<file path="config.mk">
export PLATFORM = sky130hd
export DESIGN_NAME = fft_frame_analyzer
export DESIGN_NICKNAME = d
export VERILOG_FILES = /design/src/rtl/fft_frame_analyzer.sv
export SDC_FILE = /design/constraint.sdc
export NUM_CORES = 1
export LEC_CHECK = 0
export BUFFER_PORTS_ARGS = -buffer_cell sky130_fd_sc_hd__buf_2
export CORE_UTILIZATION = 45
export DETAILED_ROUTE_END_ITERATION = 12
export REMOVE_ABC_BUFFERS = 1
export SYNTH_ARGS = -nofsm -noshare
export SYNTH_HDL_FRONTEND = slang
export SYNTH_SLANG_ARGS = --single-unit
</file>
<file path="constraint.sdc">
create_clock -name clk -period 14.5 [get_ports clk]
set_input_delay 0.725 -clock clk [delete_from_list [all_inputs] [get_ports clk]]
set_output_delay 0.725 -clock clk [all_outputs]
set_load 0.02 [all_outputs]
</file>
<file path="src/rtl/fft_frame_analyzer.sv">
// rtl/fft_frame_analyzer.sv - FFT sink framing, magnitude-squared pipeline and per-frame peak search
// Optional build macro FFT_FA_DC_SKIP_EN removes bin 0 from the peak search.
module fft_frame_analyzer #(
    parameter int DATA_W        = 12,
    parameter int FFT_LEN       = 1024,
    parameter int LEN_W         = 10,
    parameter int GAP_CYCLES    = 1024,
    parameter int HALF_SPECTRUM = 1
) (
    input  logic                  clk,
    input  logic                  rst,
    input  logic                  enable,
    input  logic [DATA_W-1:0]     sample_in,
    input  logic                  sample_valid,
    output logic                  sample_ready,
    output logic                  sink_valid,
    input  logic                  sink_ready,
    output logic                  sink_sop,
    output logic                  sink_eop,
    output logic [DATA_W-1:0]     sink_real,
    input  logic                  source_valid,
    input  logic                  source_sop,
    input  logic                  source_eop,
    input  logic [1:0]            source_error,
    input  logic [DATA_W-1:0]     source_real,
    input  logic [DATA_W-1:0]     source_imag,
    output logic                  mag_valid,
    output logic [2*DATA_W:0]     mag_out,
    output logic [LEN_W-1:0]      mag_bin,
    output logic                  peak_valid,
    output logic [LEN_W-1:0]      peak_bin,
    output logic [2*DATA_W:0]     peak_mag,
    output logic                  peak_err,
    output logic                  busy
);
    localparam int MAG_W = 2 * DATA_W + 1;
    localparam int SQ_W  = 2 * DATA_W;
    localparam int GAP_W = (GAP_CYCLES > 1) ? $clog2(GAP_CYCLES) : 1;

    typedef enum logic [1:0] {S_IDLE, S_LOAD, S_GAP} state_t;

    state_t             state_q, state_d;
    logic [LEN_W-1:0]   k_q, k_d;
    logic [GAP_W-1:0]   gap_q, gap_d;
    logic               in_load;

    always_ff @(posedge clk) begin
        if (rst) begin
            state_q <= S_IDLE;
            k_q     <= '0;
            gap_q   <= '0;
        end else begin
            state_q <= state_d;
            k_q     <= k_d;
            gap_q   <= gap_d;
        end
    end

    always_comb begin
        state_d = state_q;
        k_d     = k_q;
        gap_d   = gap_q;
        case (state_q)
            S_IDLE: begin
                k_d = '0;
                if (enable) state_d = S_LOAD;
            end
            S_LOAD: begin
                if (sample_valid && sink_ready) begin
                    if (k_q == LEN_W'(FFT_LEN - 1)) begin
                        k_d   = '0;
                        gap_d = '0;
                        if (GAP_CYCLES == 0) state_d = enable ? S_LOAD : S_IDLE;
                        else                 state_d = S_GAP;
                    end else begin
                        k_d = k_q + 1'b1;
                    end
                end
            end
            S_GAP: begin
                if (gap_q == GAP_W'(GAP_CYCLES - 1)) begin
                    gap_d   = '0;
                    state_d = enable ? S_LOAD : S_IDLE;
                end else begin
                    gap_d = gap_q + 1'b1;
                end
            end
            default: state_d = S_IDLE;
        endcase
    end

    always_comb begin
        in_load      = (state_q == S_LOAD);
        sink_valid   = in_load & sample_valid;
        sink_real    = in_load ? sample_in : '0;
        sample_ready = in_load & sink_ready;
        sink_sop     = sink_valid & (k_q == '0);
        sink_eop     = sink_valid & (k_q == LEN_W'(FFT_LEN - 1));
        busy         = (state_q != S_IDLE);
    end

    // Source side: bin index of the current beat, then a two-stage |X|^2 pipeline.
    logic [LEN_W-1:0]   bin_q, cur_bin;
    logic               s1_valid_q, s1_sop_q, s1_eop_q, s1_err_q;
    logic [SQ_W-1:0]    s1_re2_q, s1_im2_q;
    logic [LEN_W-1:0]   s1_bin_q;
    logic               mag_valid_q, s2_sop_q, s2_eop_q, s2_err_q;
    logic [MAG_W-1:0]   mag_q;
    logic [LEN_W-1:0]   mag_bin_q;
    logic signed [SQ_W-1:0] re_sq, im_sq;

    assign cur_bin = source_sop ? '0 : bin_q;
    assign re_sq   = $signed(source_real) * $signed(source_real);
    assign im_sq   = $signed(source_imag) * $signed(source_imag);

    always_ff @(posedge clk) begin
        if (rst) begin
            bin_q       <= '0;
            s1_valid_q  <= 1'b0;
            s1_sop_q    <= 1'b0;
            s1_eop_q    <= 1'b0;
            s1_err_q    <= 1'b0;
            s1_re2_q    <= '0;
            s1_im2_q    <= '0;
            s1_bin_q    <= '0;
            mag_valid_q <= 1'b0;
            s2_sop_q    <= 1'b0;
            s2_eop_q    <= 1'b0;
            s2_err_q    <= 1'b0;
            mag_q       <= '0;
            mag_bin_q   <= '0;
        end else begin
            s1_valid_q  <= source_valid;
            mag_valid_q <= s1_valid_q;
            if (source_valid) begin
                bin_q    <= cur_bin + 1'b1;
                s1_re2_q <= re_sq;
                s1_im2_q <= im_sq;
                s1_bin_q <= cur_bin;
                s1_sop_q <= source_sop;
                s1_eop_q <= source_eop;
                s1_err_q <= (source_error != 2'b00);
            end
            if (s1_valid_q) begin
                mag_q     <= {1'b0, s1_re2_q} + {1'b0, s1_im2_q};
                mag_bin_q <= s1_bin_q;
                s2_sop_q  <= s1_sop_q;
                s2_eop_q  <= s1_eop_q;
                s2_err_q  <= s1_err_q;
            end
        end
    end

    logic               have_q, have_d, err_acc_q, err_acc_d, base_have, eligible;
    logic [LEN_W-1:0]   best_bin_q, best_bin_d, pk_bin_q, pk_bin_d;
    logic [MAG_W-1:0]   best_mag_q, best_mag_d, pk_mag_q, pk_mag_d;
    logic               pv_q, pv_d, pk_err_q, pk_err_d;

    always_comb begin
        eligible = 1'b1;
        if (HALF_SPECTRUM != 0 && mag_bin_q[LEN_W-1]) eligible = 1'b0;
`ifdef FFT_FA_DC_SKIP_EN
        if (mag_bin_q == '0) eligible = 1'b0;
`endif
        have_d     = have_q;
        err_acc_d  = err_acc_q;
        best_bin_d = best_bin_q;
        best_mag_d = best_mag_q;
        pv_d       = 1'b0;
        pk_bin_d   = pk_bin_q;
        pk_mag_d   = pk_mag_q;
        pk_err_d   = pk_err_q;
        base_have  = have_q;
        if (mag_valid_q) begin
            // A sop always starts a fresh search, abandoning any unfinished frame.
            if (s2_sop_q) begin
                base_have  = 1'b0;
                best_bin_d = '0;
                best_mag_d = '0;
                err_acc_d  = 1'b0;
            end
            have_d    = base_have;
            err_acc_d = err_acc_d | s2_err_q;
            if (eligible && (!base_have || mag_q > best_mag_q)) begin
                have_d     = 1'b1;
                best_bin_d = mag_bin_q;
                best_mag_d = mag_q;
            end
            if (s2_eop_q) begin
                pv_d      = 1'b1;
                pk_bin_d  = best_bin_d;
                pk_mag_d  = best_mag_d;
                pk_err_d  = err_acc_d;
                have_d    = 1'b0;
                err_acc_d = 1'b0;
            end
        end
    end

    always_ff @(posedge clk) begin
        if (rst) begin
            have_q     <= 1'b0;
            err_acc_q  <= 1'b0;
            best_bin_q <= '0;
            best_mag_q <= '0;
            pv_q       <= 1'b0;
            pk_bin_q   <= '0;
            pk_mag_q   <= '0;
            pk_err_q   <= 1'b0;
        end else begin
            have_q     <= have_d;
            err_acc_q  <= err_acc_d;
            best_bin_q <= best_bin_d;
            best_mag_q <= best_mag_d;
            pv_q       <= pv_d;
            pk_bin_q   <= pk_bin_d;
            pk_mag_q   <= pk_mag_d;
            pk_err_q   <= pk_err_d;
        end
    end

    assign mag_valid  = mag_valid_q;
    assign mag_out    = mag_q;
    assign mag_bin    = mag_bin_q;
    assign peak_valid = pv_q;
    assign peak_bin   = pk_bin_q;
    assign peak_mag   = pk_mag_q;
    assign peak_err   = pk_err_q;
endmodule

</file>
-- Word level (Yosys, flattened, before mapping)
Cells that the tools add are included.
- output and inout bits: 90
- bits in registers: 207
- word-level logic and storage cells: 89
- bitwise gates (word level): 6
- eq/ne operators: 8
- reductions and logical operators: 15
- multiplexer cells: 28
- multipliers: 2
- magnitude comparators: 1
- add/subtract/negate cells: 4
- operators with widths (cell ; number):
    10-bit 2-to-1 mux ; 8
    25-bit 2-to-1 mux ; 2
    12-bit by 12-bit multiplier with 24-bit output ; 2
    10-bit case mux with 2 select lines ; 2
    10-bit by 1-bit adder with 10-bit output, second input constant ; 3
    24-bit by 24-bit adder with 25-bit output ; 1
    25-bit greater-than comparator ; 1
    10-bit equality test, second input constant ; 2
    12-bit 2-to-1 mux ; 1
    10-bit zero test ; 1
    1-bit 2-to-1 mux ; 10
    2-bit 2-to-1 mux ; 4
    2-bit nonzero test ; 4
    2-bit case mux with 3 select lines ; 1
    1-bit bitwise AND ; 4
    2-bit by 1-bit inequality test with 1-bit output, second input constant ; 2
    2-bit inequality test, second input constant ; 2
    2-bit AND reduction ; 2
    4-bit AND reduction ; 1
    3-bit AND reduction ; 1
    2-bit by 1-bit equality test with 1-bit output, second input constant ; 1
    2-bit equality test, second input constant ; 1
    1-bit logical AND ; 2
    2-bit zero test ; 1
    5 further kinds ; 5

-- Longest topological paths before layout
Gate-level depths: netlist (run 1).
- depth in word-level cells: 7
- gate-level depth with buffers: 23
- depth with buffers taken out: 22

-- Least setup slack after synthesis (run 1)
Ideal clock, no wire load.
- path kind: input-to-reg
- from: input port source_imag[8]
- to: register s1_im2_q[23]
- slack: 8.641 ns
- buffers on the path: 1
- data required time: 14.414 ns
- stages on the path: 22
- data arrival time: 5.774 ns
- cell sequence: clkbuf_1 -> inv_1 -> nor2_1 -> inv_1 -> fa_1 -> inv_1 -> fa_1 -> inv_1 -> fa_1 -> inv_1 -> fa_1 -> inv_1 -> fa_1 -> inv_1 -> ha_1 -> a21o_4 -> o41ai_4 -> o21ai_2 -> o41a_1 -> a31oi_1 -> xnor2_1 -> a211oi_1
- cells in the longest elaborated chain, start to end: 1
- RTL lines (element ; RTL line ; RTL):
    start: declaration ; 26 ; input logic [DATA_W-1:0] source_imag,
    12-bit by 12-bit multiplier with 24-bit output ; 114 ; assign im_sq = $signed(source_imag) * $signed(source_imag);
    end signal: assignment ; 138 ; s1_im2_q <= im_sq;
    end: declaration ; 105 ; logic [SQ_W-1:0] s1_re2_q, s1_im2_q;
Every way passes these cells.
A chain may end at the register's enable or synchronous reset.

-- Final worst setup path (run 1)
- from: input port source_imag[4]
- to: register s1_im2_q[23]
Same word-level chain as after synthesis.

==> qor.yml, run 1 <==
outcome:
  outcome: "complete, no violations"
logic_synthesis:
  syn_inst: 2219
  ys.warnings.count: 0
  synthFlopType: "dfxtp_1"
  synth-edff-count: 0
  synth_top_area_frac: 0.254
  ys_seq_area_frac: 0.210
  avgSynthCellArea_sq_um: 8.82
  synth_cell_type_count: 71
  synth.area.top_cells: "fa_1 25%, dfxtp_1 21%, ha_1 10%, inv_1 7.7%, nor2_1 4.5%"
  syn_area_sq_um: 19600
  async_flop_share: 0
  yosysTopAreaCell: "fa_1"
  ys_ff_latch: 205
timing:
  setup_viol: 0
  slew_headroom: 0.351
  worstMarginPinSlew_ns: 0.971
  fin_crit_sh: 0.388
  rsz0062_at_grt: "no"
  hold_viol: 0
  slew_violations: 0
  timing.fmax_mhz: 178
  skew_ns: 0.0152
  fin_crit_ns: 5.63
  finalSetupTns_ns: 0
cts:
  htreeDepth: 1
  numCtsBuffers: 24
  cts_resized: 0
  clockBufferDepth: 3
  tritoncts: "built"
  cts_setup_buffers: 0
  clockRootBuffer: "clkbuf_16"
  ctsHoldBuffers: 0
  clk_pin_slew_ns: 0.06
  clkLatencyLatePin_ns: 0.51
  clock-sinks: 205
finish:
  regArea_sq_um: 4110
  mostFrequentLayoutCells: "400 x inv_1, 248 x fa_1, 234 x nor2_1"
  drive_above_1_share: 0.0888
  fin_nets: 2748
  multiInputGateArea_sq_um: 13600
  n_fill_cell: 4183
  stdcell_count: 2894
  stdcell_area_sq_um: 21500
  diodes: 0
  final_common_cell: "inv_1"
  area_delta_synth_final_pct: 9.70
worst_setup_path:
  r2r_setup_slack_ns: 10.66
  cp_max_fo: 12
  worstPathRequired_ns: 14.91
  startpoint_type: "input port"
  crit_type: "input port to flop"
  end_kind: "flop"
  arrival_ns: 6.04
pwr:
  power_density_nw_per_um2: 196
  ir_drop_mv: 0.159
  p_leak_uw: 0.0101
  power_uw: 4220
global_routing:
  grt_pass1_wl_um: 75000
  met1_usage: 0.280
  use_met3: 0.0204
  overflow: 0
  grt_pass1_vias: 15300
  grt_antenna_before_repair: 0
  met2_usage: 0.358
  grt_usage: 0.207
  grt_max_degree: 86
  grt-busiest-layer: "met2"
drt:
  drtIter0Drc: 910
  wl_per_cell_um: 15.5
  vias: 15200
  ant_nets: 0
  drt-vias-per-instance: 5.25
  routed_wl_um: 45000
  drc: 0
  drtPass1Iterations: 5
hold_path:
  hold_class: "flop to flop"
floorplan:
  dieHeight_um: 211
  boundaryPins: 136
  coreArea_sq_um: 43000
  rows: 76
  initial_utilization: 0.456
  dieArea_sq_um: 44300
  fp.dieW_um: 211
placement:
  place_congestion: 0.826
  placed_cell_area_sq_um: 20700
  io_buffers: 135
  dp_hpwl_um: 35000
  dp.cells: 2853
flow_run:
  drv_cap: 0
==> state kept, by name, summed over array words and instances (netlist names), 23 cells and up <==
name        count
best_mag_q     25
mag_out        25
peak_mag       25
s1_im2_q       23
s1_re2_q       23
==> routing by layer <==
layer / share of wire / vias to the layer above / wire, um
met2: 0.49 / 290 / 21900
met1: 0.46 / 7501 / 20500
li1: - / 7356 / -
met3: 0.041 / 44 / 1860
met4: 0.016 / 0 / 721
met5: 0 / - / 0
==> final timing paths <==
kind	start	endpoint	depth (start not counted)
worst min-delay path	peak_bin[9]	peak_bin[9]	2
worst max register to register	mag_out[20]	best_mag_q[10]	8
worst max-delay path	source_imag[4]	s1_im2_q[23]	22
worst min register to register	peak_bin[9]	peak_bin[9]	2
==> synth_stat cells (22+ instances only) <==
cell type,instances
a21oi_1,75
a311oi_1,55
xor2_1,30
inv_1,400
ha_1,160
fa_1,248
xnor2_1,45
nor2_1,235
and2_1,112
nor3_1,22
clkbuf_1,88
a211oi_1,38
nand2_1,167
a32oi_1,24
mux2i_1,59
dfxtp_1,205
o21ai_0,33
==> power by group <==
| part | internal [uW] | leakage (uW) | switching (uW) | total [uW] |
|---|---|---|---|---|
| registers | 628 | 0.00167 | 53.8 | 682 |
| logic | 1300 | 0.00810 | 1650 | 2950 |
| clock network | 350 | 0.000378 | 235 | 585 |
==> area by class of cell <==
class,instances,area share
inverters,402,0.0703
multi-input cells,1516,0.634
clock buffers,38,0.0347
clock inverters,3,0.00105
flip-flops and latches,205,0.191
repair buffers,145,0.0352
well taps,585,0.0341
==> logic make-up (layout without fill, tap and decap cells) <==
logic type / Yosys count / after routing / synth area share
xor+xnor: 75 / 75 / 0.0336
buf+inv: 498 / 588 / 0.0957
simple gates: 649 / 649 / 0.156
mux: 60 / 60 / 0.0307
fa+ha+maj: 408 / 408 / 0.356
flops: 205 / 205 / 0.210
compound gates: 324 / 324 / 0.119
==> metrics by stage <==
stage | utilization | hold WS (ns) | worst slack (ns)
floorplan | - | 0.426 | 8.95
global placement | 0.482 | 0.437 | 8.50
detailed placement | 0.482 | 0.446 | 8.34
CTS | 0.500 | 0.434 | 8.86
global route | 0.500 | 0.454 | 8.56
finish | 0.500 | 0.456 | 8.87
==> worst max-delay path, cell delays in order <==
cell and delay, ns:
buf_2 0.22, inv_1 0.12, nor2_1 0.19, inv_1 0.08, fa_1 0.47, inv_1 0.05
fa_1 0.54, inv_1 0.05, fa_1 0.47, inv_1 0.05, fa_1 0.47, inv_1 0.04
fa_1 0.47, inv_1 0.04, ha_1 0.33, a21o_4 0.25, o41ai_4 0.38, o21ai_2 0.13
o41a_1 0.36, a31oi_1 0.21, xnor2_1 0.11, a211oi_1 0.26
Power figures use the tool's default switching activity.
==> inputs of run 2 (changes only) <==
Clock period 14.5 ns to 4.5 ns, I/O delays scaled along.
==> qor.yml, run 2 (same netlist as run 1, synthesis figures left out) <==
outcome:
  outcome: "complete, but fails checks"
  violations: "negative setup slack"
floorplan:
  dieArea_sq_um: 44300  # unchanged
  fp.dieW_um: 211  # unchanged
  dieHeight_um: 211  # unchanged
  rows: 76  # unchanged
  boundaryPins: 136  # unchanged
  initial_utilization: 0.456  # unchanged
  coreArea_sq_um: 43000  # unchanged
finish:
  stdcell_count: 3130  # +8.2%
  diodes: 0  # unchanged
  final_common_cell: "inv_1"
  mostFrequentLayoutCells: "376 x inv_1, 236 x buf_4, 229 x fa_1"
  stdcell_area_sq_um: 24100  # +12%
  fin_nets: 2983  # +8.6%
  area_delta_synth_final_pct: 22.9
  final_util: 0.560  # +0.0600
  drive_above_1_share: 0.226  # +0.138
cts:
  clockRootBuffer: "clkbuf_16"
  clkLatencyLatePin_ns: 0.51  # about the same
  clock-sinks: 205  # unchanged
  clockBufferDepth: 3  # unchanged
  htreeDepth: 1  # unchanged
  clk_pin_slew_ns: 0.07  # about the same
  tritoncts: "built"
  numCtsBuffers: 23  # -4.2%
worst_setup_path:
  cp_common_cell: "fa_1"
  end_kind: "flop"
  cp.buffers_inverters: 4  # -4
  slowest_delay_ns: 0.50  # -0.04 ns
  crit_type: "input port to flop"
  cp_max_fo: 4  # -8
  path_cells: "buf_6 > buf_4 > and2_4 > fa_1 > ha_1 > fa_1 > inv_1 > fa_1 > fa_1 > inv_1 > ha_4 > nor2b_4 > o31a_1 > o41ai_4 > o21ai_2 > o41a_1 > a31oi_1 > xnor2_1 > a211oi_1"
  worstPathRequired_ns: 4.93  # -9.98 ns
  arrival_ns: 5.00  # -1.04 ns
  critPathSlowestCell: "fa_1"
  startpoint_type: "input port"
  cpLargestDelayFamily: "adder cells"
placement:
  place_congestion: 0.827  # about the same
  placed_cell_area_sq_um: 22300  # +7.7%
  dp.cells: 3066  # +7.5%
  io_buffers: 135  # unchanged
  preCtsSetupSlack_ns: -0.800  # -9.14 ns
  dp_hpwl_um: 36600  # +4.7%
timing:
  timing.fmax_mhz: 219
  setup_viol: 3  # +3
  fin_ws_ns: -0.0670  # -8.94 ns
  rsz0062_at_grt: "yes"
  fin_crit_ns: 4.57
  hold_viol: 0  # unchanged
  slew_headroom: 0.248  # -0.103
  worstMarginPinSlew_ns: 1.13  # +0.155 ns
  fin_crit_sh: 1.01
  skew_ns: 0.0151  # -0.0000615 ns
  slew_violations: 0  # unchanged
global_routing:
  grt_pass1_wl_um: 79800  # +6.4%
  grt_usage: 0.219  # +0.0123
  grt_antenna_before_repair: 0  # unchanged
  grt_pass1_vias: 16500  # +7.9%
  grt_max_degree: 86  # unchanged
  overflow: 0  # unchanged
hold_path:
  hold_class: "input port to flop"
drt:
  drtIter0Drc: 980  # +7.7%
  drc: 0  # unchanged
  ant_nets: 0  # unchanged
  wl_per_cell_um: 15.3  # -1.4%
  routed_wl_um: 47900  # +6.6%
  vias: 16100  # +5.8%
  drt-vias-per-instance: 5.14  # -2.1%
  drtPass1Iterations: 5  # unchanged
flow_run:
  drv_cap: 0  # unchanged
pwr:
  ir_drop_mv: 0.682  # +330%
  power_uw: 17400  # +310%
  power_density_nw_per_um2: 722  # +270%
  p_leak_uw: 0.0114  # +12%
run 2: layout make-up:
cell class / count / area (sq um)
timing repair buffer: 381 / 2780
tap: 585 / 732
inverter: 402 / 1510
sequential: 205 / 4110
fill: 3913 / 18900
clock buffer: 33 / 663
clock inverter: 8 / 81.3
multi-input combinational: 1516 / 14200
run 2: repair_timing:
item                                    4_1_cts  5_1_grt
hold buffers                                  3        0
endpoints found under the setup margin       13       18
cloned                                        1        2
gates resized for setup                     100      129
pin swaps                                    45       54
endpoints found under the hold margin         3        0
buffers inserted                              9        8
run 2: worst paths after layout:
check                  start             to  slack [ns]  cells after the start
max           source_imag[7]   s1_im2_q[23]       -0.07                     19
min          source_error[0]       s1_err_q        0.03                      3
max reg2reg      mag_out[23]  best_mag_q[0]        1.01                      8
min reg2reg      peak_bin[9]    peak_bin[9]        0.45                      2
run 2: metrics by stage:
stage | setup TNS (ns) | hold WS, ns
global placement | -12.00 | 0.437
detailed placement | -12.88 | 0.448
global route | -1.68 | 0.0518
CTS | -0.0474 | 0.0105
floorplan | -3.56 | 0.294
finish | -0.130 | 0.0280
run 2: where the power goes:
part / internal, uW / switching (uW)
sequential: 2020 / 176
combinational: 6930 / 6380
clock: 1090 / 772
total: 10000 / 7330
run 2: metal layers:
metal / vias to the layer above / wire length (um) / global-route usage
li1: 7828 / - / -
met1: 7858 / 21500 / 0.289
met2: 342 / 23500 / 0.384
met3: 49 / 2160 / 0.0238
met4: 0 / 760 / 0.0490
met5: - / 0 / 0
run 2: worst min-delay path, cell delays in order:
cell and delay (ns):
buf_2 0.09, nor2_1 0.09, a211oi_1 0.08
